`src/rtl/reg_bank_loader_pkg.sv`:
```
// Shared definitions for the register-bank loader: frame marker, instruction
// codes (same values the bank decodes), loader state encodings, instruction type.
package reg_bank_loader_pkg;

  localparam int INST_W = 12;

  localparam logic [3:0] HDR_MARK = 4'hC;

  localparam logic [3:0] CODE_NOP = 4'd0;
  localparam logic [3:0] CODE_LD0 = 4'd1;
  localparam logic [3:0] CODE_LD1 = 4'd2;
  localparam logic [3:0] CODE_LD2 = 4'd3;
  localparam logic [3:0] CODE_LD3 = 4'd4;
  localparam logic [3:0] CODE_LD4 = 4'd5;
  localparam logic [3:0] CODE_LD5 = 4'd6;
  localparam logic [3:0] CODE_LD6 = 4'd7;
  localparam logic [3:0] CODE_LD7 = 4'd8;

  typedef enum logic [2:0] {
    ST_RESET      = 3'd0,
    ST_IDLE       = 3'd1,
    ST_WAIT_DATA  = 3'd2,
    ST_WAIT_CHECK = 3'd3,
    ST_ERROR      = 3'd4
  } ld_state_e;

  typedef struct packed {
    logic [3:0] code;
    logic [7:0] imm;
  } inst_t;

  // Code field names a load that carries a data byte
  function automatic logic is_ld(input logic [3:0] c);
    case (c)
      CODE_LD0, CODE_LD1, CODE_LD2, CODE_LD3,
      CODE_LD4, CODE_LD5, CODE_LD6, CODE_LD7: return 1'b1;
      default:                                return 1'b0;
    endcase
  endfunction

  // Header is well formed: marker nibble and a known code
  function automatic logic hdr_ok(input logic [7:0] b);
    return (b[7:4] == HDR_MARK) && ((b[3:0] == CODE_NOP) || is_ld(b[3:0]));
  endfunction

endpackage

```
`src/rtl/reg_bank_loader_timer.sv`:
```
// Inter-byte timeout counter. expired is combinational and fires in the cycle
// whose increment would make the count reach TIMEOUT_CYCLES; a clear in the
// same cycle suppresses it. TIMEOUT_CYCLES == 0 disables the timer entirely.
module reg_bank_loader_timer #(
  parameter int TIMEOUT_CYCLES = 1000,
  parameter int TIMEOUT_WIDTH  = 16
) (
  input  logic clock,
  input  logic reset,
  input  logic clr,
  input  logic en,
  output logic expired
);

  localparam bit TO_ON = (TIMEOUT_CYCLES != 0);
  localparam logic [TIMEOUT_WIDTH-1:0] LAST =
    TO_ON ? TIMEOUT_WIDTH'(TIMEOUT_CYCLES - 1) : '0;

  logic [TIMEOUT_WIDTH-1:0] cnt;

  // Count idle wait cycles; clear wins over enable
  always_ff @(posedge clock) begin
    if (!reset)           cnt <= '0;
    else if (clr)         cnt <= '0;
    else if (en && TO_ON) cnt <= cnt + 1'b1;
  end

  assign expired = TO_ON && en && !clr && (cnt == LAST);

endmodule

```
`src/rtl/reg_bank_loader.sv`:
```
// Byte-stream to bank-instruction loader. Parses {C,code} headers, collects the
// data byte for loads, times out stalled frames and locks up on a bad header
// until reset. Build option REG_BANK_LOADER_CHECK_EN adds a third checksum byte
// (header XOR data) to load frames.
module reg_bank_loader
  import reg_bank_loader_pkg::*;
#(
  parameter int TIMEOUT_CYCLES = 1000,
  parameter int TIMEOUT_WIDTH  = 16,
  parameter int CNT_WIDTH      = 16
) (
  input  logic                 clock,
  input  logic                 reset,
  input  logic [7:0]           in_data,
  input  logic                 in_valid,
  output logic                 in_ready,
  output logic [INST_W-1:0]    inst,
  output logic                 inst_en,
  output logic [CNT_WIDTH-1:0] frame_cnt,
  output logic                 err_timeout,
  output logic                 err_check,
  output logic                 error
);

  ld_state_e state, state_nxt;

  logic       xfer, waiting;
  logic       tmr_clr, tmr_en, tmr_exp;
  logic       issue, drop_to;
  inst_t      issue_inst, inst_q;
  logic [3:0] code_q;
`ifdef REG_BANK_LOADER_CHECK_EN
  logic [7:0] imm_q;
  logic       drop_ck;
`endif

  assign xfer    = in_valid & in_ready;
  assign waiting = (state == ST_WAIT_DATA) || (state == ST_WAIT_CHECK);
  assign tmr_clr = !waiting || xfer;
  assign tmr_en  = waiting && !xfer;

  reg_bank_loader_timer #(
    .TIMEOUT_CYCLES(TIMEOUT_CYCLES),
    .TIMEOUT_WIDTH (TIMEOUT_WIDTH)
  ) u_timer (
    .clock  (clock),
    .reset  (reset),
    .clr    (tmr_clr),
    .en     (tmr_en),
    .expired(tmr_exp)
  );

  // State register
  always_ff @(posedge clock) begin
    if (!reset) state <= ST_RESET;
    else        state <= state_nxt;
  end

  // Next-state: frame parsing; any unknown encoding collapses into Error
  always_comb begin
    state_nxt = state;
    case (state)
      ST_RESET: state_nxt = ST_IDLE;
      ST_IDLE: begin
        if (xfer) begin
          if (!hdr_ok(in_data))            state_nxt = ST_ERROR;
          else if (in_data[3:0] == CODE_NOP) state_nxt = ST_IDLE;
          else                             state_nxt = ST_WAIT_DATA;
        end
      end
      ST_WAIT_DATA: begin
`ifdef REG_BANK_LOADER_CHECK_EN
        if (xfer)         state_nxt = ST_WAIT_CHECK;
`else
        if (xfer)         state_nxt = ST_IDLE;
`endif
        else if (tmr_exp) state_nxt = ST_IDLE;
      end
`ifdef REG_BANK_LOADER_CHECK_EN
      ST_WAIT_CHECK: begin
        if (xfer || tmr_exp) state_nxt = ST_IDLE;
      end
`endif
      ST_ERROR: state_nxt = ST_ERROR;
      default:  state_nxt = ST_ERROR;
    endcase
  end

  // Outputs and per-cycle actions: handshake, issue and drop decisions
  always_comb begin
    in_ready   = 1'b0;
    error      = (state == ST_ERROR);
    issue      = 1'b0;
    issue_inst = '0;
    drop_to    = 1'b0;
`ifdef REG_BANK_LOADER_CHECK_EN
    drop_ck    = 1'b0;
`endif
    case (state)
      ST_IDLE: begin
        in_ready = 1'b1;
        if (xfer && hdr_ok(in_data) && (in_data[3:0] == CODE_NOP)) issue = 1'b1;
      end
      ST_WAIT_DATA: begin
        in_ready = 1'b1;
`ifdef REG_BANK_LOADER_CHECK_EN
        if (!xfer && tmr_exp) drop_to = 1'b1;
`else
        if (xfer) begin
          issue      = 1'b1;
          issue_inst = '{code: code_q, imm: in_data};
        end else if (tmr_exp) begin
          drop_to = 1'b1;
        end
`endif
      end
`ifdef REG_BANK_LOADER_CHECK_EN
      ST_WAIT_CHECK: begin
        in_ready = 1'b1;
        if (xfer) begin
          if (in_data == ({HDR_MARK, code_q} ^ imm_q)) begin
            issue      = 1'b1;
            issue_inst = '{code: code_q, imm: imm_q};
          end else begin
            drop_ck = 1'b1;
          end
        end else if (tmr_exp) begin
          drop_to = 1'b1;
        end
      end
`endif
      default: ;
    endcase
  end

  // Datapath: frame fields, registered strobes, held instruction, saturating count
  always_ff @(posedge clock) begin
    if (!reset) begin
      inst_q      <= '0;
      inst_en     <= 1'b0;
      frame_cnt   <= '0;
      err_timeout <= 1'b0;
      code_q      <= '0;
`ifdef REG_BANK_LOADER_CHECK_EN
      imm_q       <= '0;
      err_check   <= 1'b0;
`endif
    end else begin
      inst_en     <= issue;
      err_timeout <= drop_to;
`ifdef REG_BANK_LOADER_CHECK_EN
      err_check   <= drop_ck;
      if (state == ST_WAIT_DATA && xfer) imm_q <= in_data;
`endif
      if (state == ST_IDLE && xfer) code_q <= in_data[3:0];
      if (issue) begin
        inst_q <= issue_inst;
        if (frame_cnt != '1) frame_cnt <= frame_cnt + 1'b1;
      end
    end
  end

`ifndef REG_BANK_LOADER_CHECK_EN
  assign err_check = 1'b0;
`endif

  assign inst = inst_q;

endmodule

```
`config.mk`:
```
export PLATFORM = sky130hd
export DESIGN_NAME = reg_bank_loader
export DESIGN_NICKNAME = d
export VERILOG_FILES = /design/src/rtl/reg_bank_loader_pkg.sv /design/src/rtl/reg_bank_loader_timer.sv /design/src/rtl/reg_bank_loader.sv
export SDC_FILE = /design/constraint.sdc
export NUM_CORES = 1
export LEC_CHECK = 0
export ABC_CLOCK_PERIOD_IN_PS = 1900
export CORE_AREA = 4 4 95 97
export DETAILED_ROUTE_END_ITERATION = 8
export DIE_AREA = 0 0 99 101
export GPL_ROUTABILITY_DRIVEN = 0
export PLACE_DENSITY = 0.6
export SYNTH_ARGS = -nofsm -noshare
export SYNTH_HDL_FRONTEND = slang
export SYNTH_SLANG_ARGS = --single-unit
```
`constraint.sdc`:
```
create_clock -name clock -period 1.9 [get_ports clock]
set_input_delay 0.19 -clock clock [delete_from_list [all_inputs] [get_ports clock]]
set_output_delay 0.19 -clock clock [all_outputs]
set_load 0.02 [all_outputs]
```
==> results by group <==
Clock tree
  – Setup bufs post-CTS: 0
  – H-Tree Depth: 2
  – Clock latency on the worst-skew pair: approximately 310 ps
  – Longest Clk Path Bufs: 2
  – Clock Tree Root: clkbuf_8
  – Num CTS Buffers: 5
  – CTS tree: built
  – Clk sink count: 53
  – CTS clk-pin slew, worst paths: ~100 ps

GRT
  – Largest net degree at the start of global routing: 21
  – Initial antenna violation count: 0
  – First-pass GRT wire length: 9830 um
  – Total GRT Usage: 0.120
  – Number of global-route vias before repair: around 2100
  – GRT overflow: 0

Timing
  – Fmax: 566 MHz
  – Slew @ Worst Pin: between 400 and 500 ps
  – Min Clock Period, post-route: ~1800 ps
  – Max-Slew Margin vs Limit: 0.670
  – Final setup vio count: 0
  – Setup Skew: between 10 and 15 ps
  – Setup TNS Final: 0 ps
  – Unrepaired setup endpoints after global routing: false
  – WHS: 480 ps
  – Final slew viol count: 0
  – Fin crit share: 0.930
  – Endpoints failing hold: 0

Yosys
  – Post-synthesis register bit count: 53
  – Avg Inst Size Synth: slightly above 9 sq um
  – EDFF count, synth: 0
  – Ys flop type: dfxtp_1
  – Yosys warns: 0
  – Ys async rst share: 0
  – Synth area leaders: dfxtp_1 44%, nor2_1 5.3%, mux2i_1 4.1%
  – Post-synthesis instance area: approximately 2400 sq um
  – Post-Syn Instances: about 270
  – Synth cell types: slightly below 50
  – Synthesized net count: between 200 and 300
  – Synth area leader: dfxtp_1
  – Seq/Total Area, Yosys: 0.438
  – Top-area cell type share of the netlist area: 0.438

Run
  – Maxcap violations: 0

Floorplan
  – DIE WIDTH: 99 um
  – Starting Density: 0.298
  – FP Rows: 33
  – DIE HEIGHT: between 100 and 150 um
  – I/O pins: 44
  – Total die area: between 9000 and 10000 sq um
  – Core Region: around 8100 sq um

Routing
  – DR vias/cell: between 4 and 5
  – Avg WL per Cell: between 10 and 15 um
  – ANT nets after route: 0
  – Routed WL: ~5800 um
  – DRC viols: 0
  – Initial DRC Count: 58
  – Via count: between 2000 and 2500
  – Pre-antenna DRT Iters: 5

Finish
  – Layout cells sized above 1: 0.154
  – Non-Filler Instances: about 440
  – Synth-to-layout area growth: 34.6%
  – Ant diodes: 0
  – Final core utilization: 0.401
  – Net count, final: between 300 and 400
  – Most common cell after layout, fill and taps aside: dfxtp_1
  – Commonest cells after routing, fill and taps aside: 53 x dfxtp_1, 40 x clkdlybuf4s50_1, 34 x nor2_1

Outcome
  – Outcome: finished clean

Power
  – P_leak: 1.09 nW
  – Total Power: 1.89 mW
  – VDD IR max: ~0.32 mV
  – PwrDens: between 500 and 600 nW/um^2

Critical path
  – CP Data Arrival Time: 2010 ps
  – Crit path kind: primary input to flip-flop
  – Critical Path RT: 2140 ps
  – CP Max Fanout: 20
  – CP endpoint kind: flip-flop
  – Critical Path Source Type: primary input

Placement
  – Buffers on Ports: 42
  – Final HPWL DP: 4320 um
  – Dpl cells: approximately 430

Min path
  – Min-delay worst type: flip-flop to flip-flop
metal layers:
layer  vias up  wire (um)  GRT usage
met5         -          0          0
met4         0         62     0.0347
met3         7        263     0.0256
met2        45       2650      0.194
met1      1018       2840      0.160
li1       1123          -          -
timing repair:
item                                    CTS  global route
pin swaps                                 0             0
hold endpoints to repair                  0             0
endpoints found under the setup margin    2             1
gates resized for setup                   2             1
hold buffers                              0             0
synth_stat cells, types with 2 or more instances:
cell type / instances
dfxtp_1: 53
nor2_1: 34
nand2_1: 19
nand3_1: 13
a22oi_1: 12
nor4_1: 11
mux2i_1: 10
a21oi_1: 8
nand2b_1: 8
clkbuf_1: 7
nand4_1: 7
xnor2_1: 7
inv_1: 5
nor3_1: 5
o21ai_0: 5
o31ai_1: 5
xor2_1: 5
and4_1: 4
buf_4: 4
nor4b_1: 4
or4_1: 4
a211oi_1: 2
a31o_2: 2
and3_1: 2
and4bb_2: 2
buf_2: 2
ha_1: 2
nand4b_1: 2
nor4_2: 2
or3_1: 2
flip-flops by register name, indices dropped and copies added, names as in the netlist:
register     count
err_timeout      1
inst            12
code_q           4
state            3
u_timer.cnt     16
inst_en          1
frame_cnt       16
worst max-delay path, stage by stage:
cell and delay [ps]:
clkdlybuf4s50_1 440, nor4_2 290, buf_4 170, a31oi_2 110, buf_12 170, or4_1 490
a21oi_1 140
logic make-up (layout without fill, tap and decap cells):
kind of cell | count (synthesis) | in the layout | synth area share
buffers and inverters | 19 | 89 | 0.0398
DFF | 53 | 53 | 0.438
xor gates and xnor gates | 12 | 12 | 0.0434
adders and majority gates | 2 | 2 | 0.0103
other | 1 | 1 | 0.00155
AOI/OAI and AO/OA | 44 | 44 | 0.130
and+or+nand+nor | 125 | 125 | 0.290
muxes | 11 | 11 | 0.0460
through the flow:
| stage | worst slack [ps] | instance area (sq um) |
|---|---|---|
| final | 133 | 3260 |
| after CTS | 132 | 3250 |
| after global placement | -191 | 3160 |
| after global routing | 17.1 | 3260 |
| after floorplan | 34.9 | 2420 |
| after detailed placement | -195 | 3160 |
layout make-up:
type	instances	area, sq um
Fill cell	819	4880
Multi-Input combinational cell	195	1270
Sequential cell	53	1060
Timing Repair Buffer	76	686
Tap cell	105	131
Clock buffer	5	68.8
Clock inverter	3	22.5
Inverter	5	18.8
power by group:
group / internal (mW) / switching [mW] / total (mW)
clock network: 0.259 / 0.392 / 0.651
registers: 1.12 / 0.00935 / 1.13
logic: 0.0550 / 0.0517 / 0.107
total: 1.43 / 0.453 / 1.89
worst paths after layout:
path	from	endpoint	slack (ps)	cells past startpoint
setup / recovery	in_data[0]	frame_cnt[12]	130	7
setup reg to reg	state[0]	frame_cnt[12]	150	5
hold reg to reg	u_timer.cnt[0]	u_timer.cnt[0]	480	1
hold / removal	u_timer.cnt[0]	u_timer.cnt[0]	480	1
Note: power is estimated with default switching activity, not from simulation.
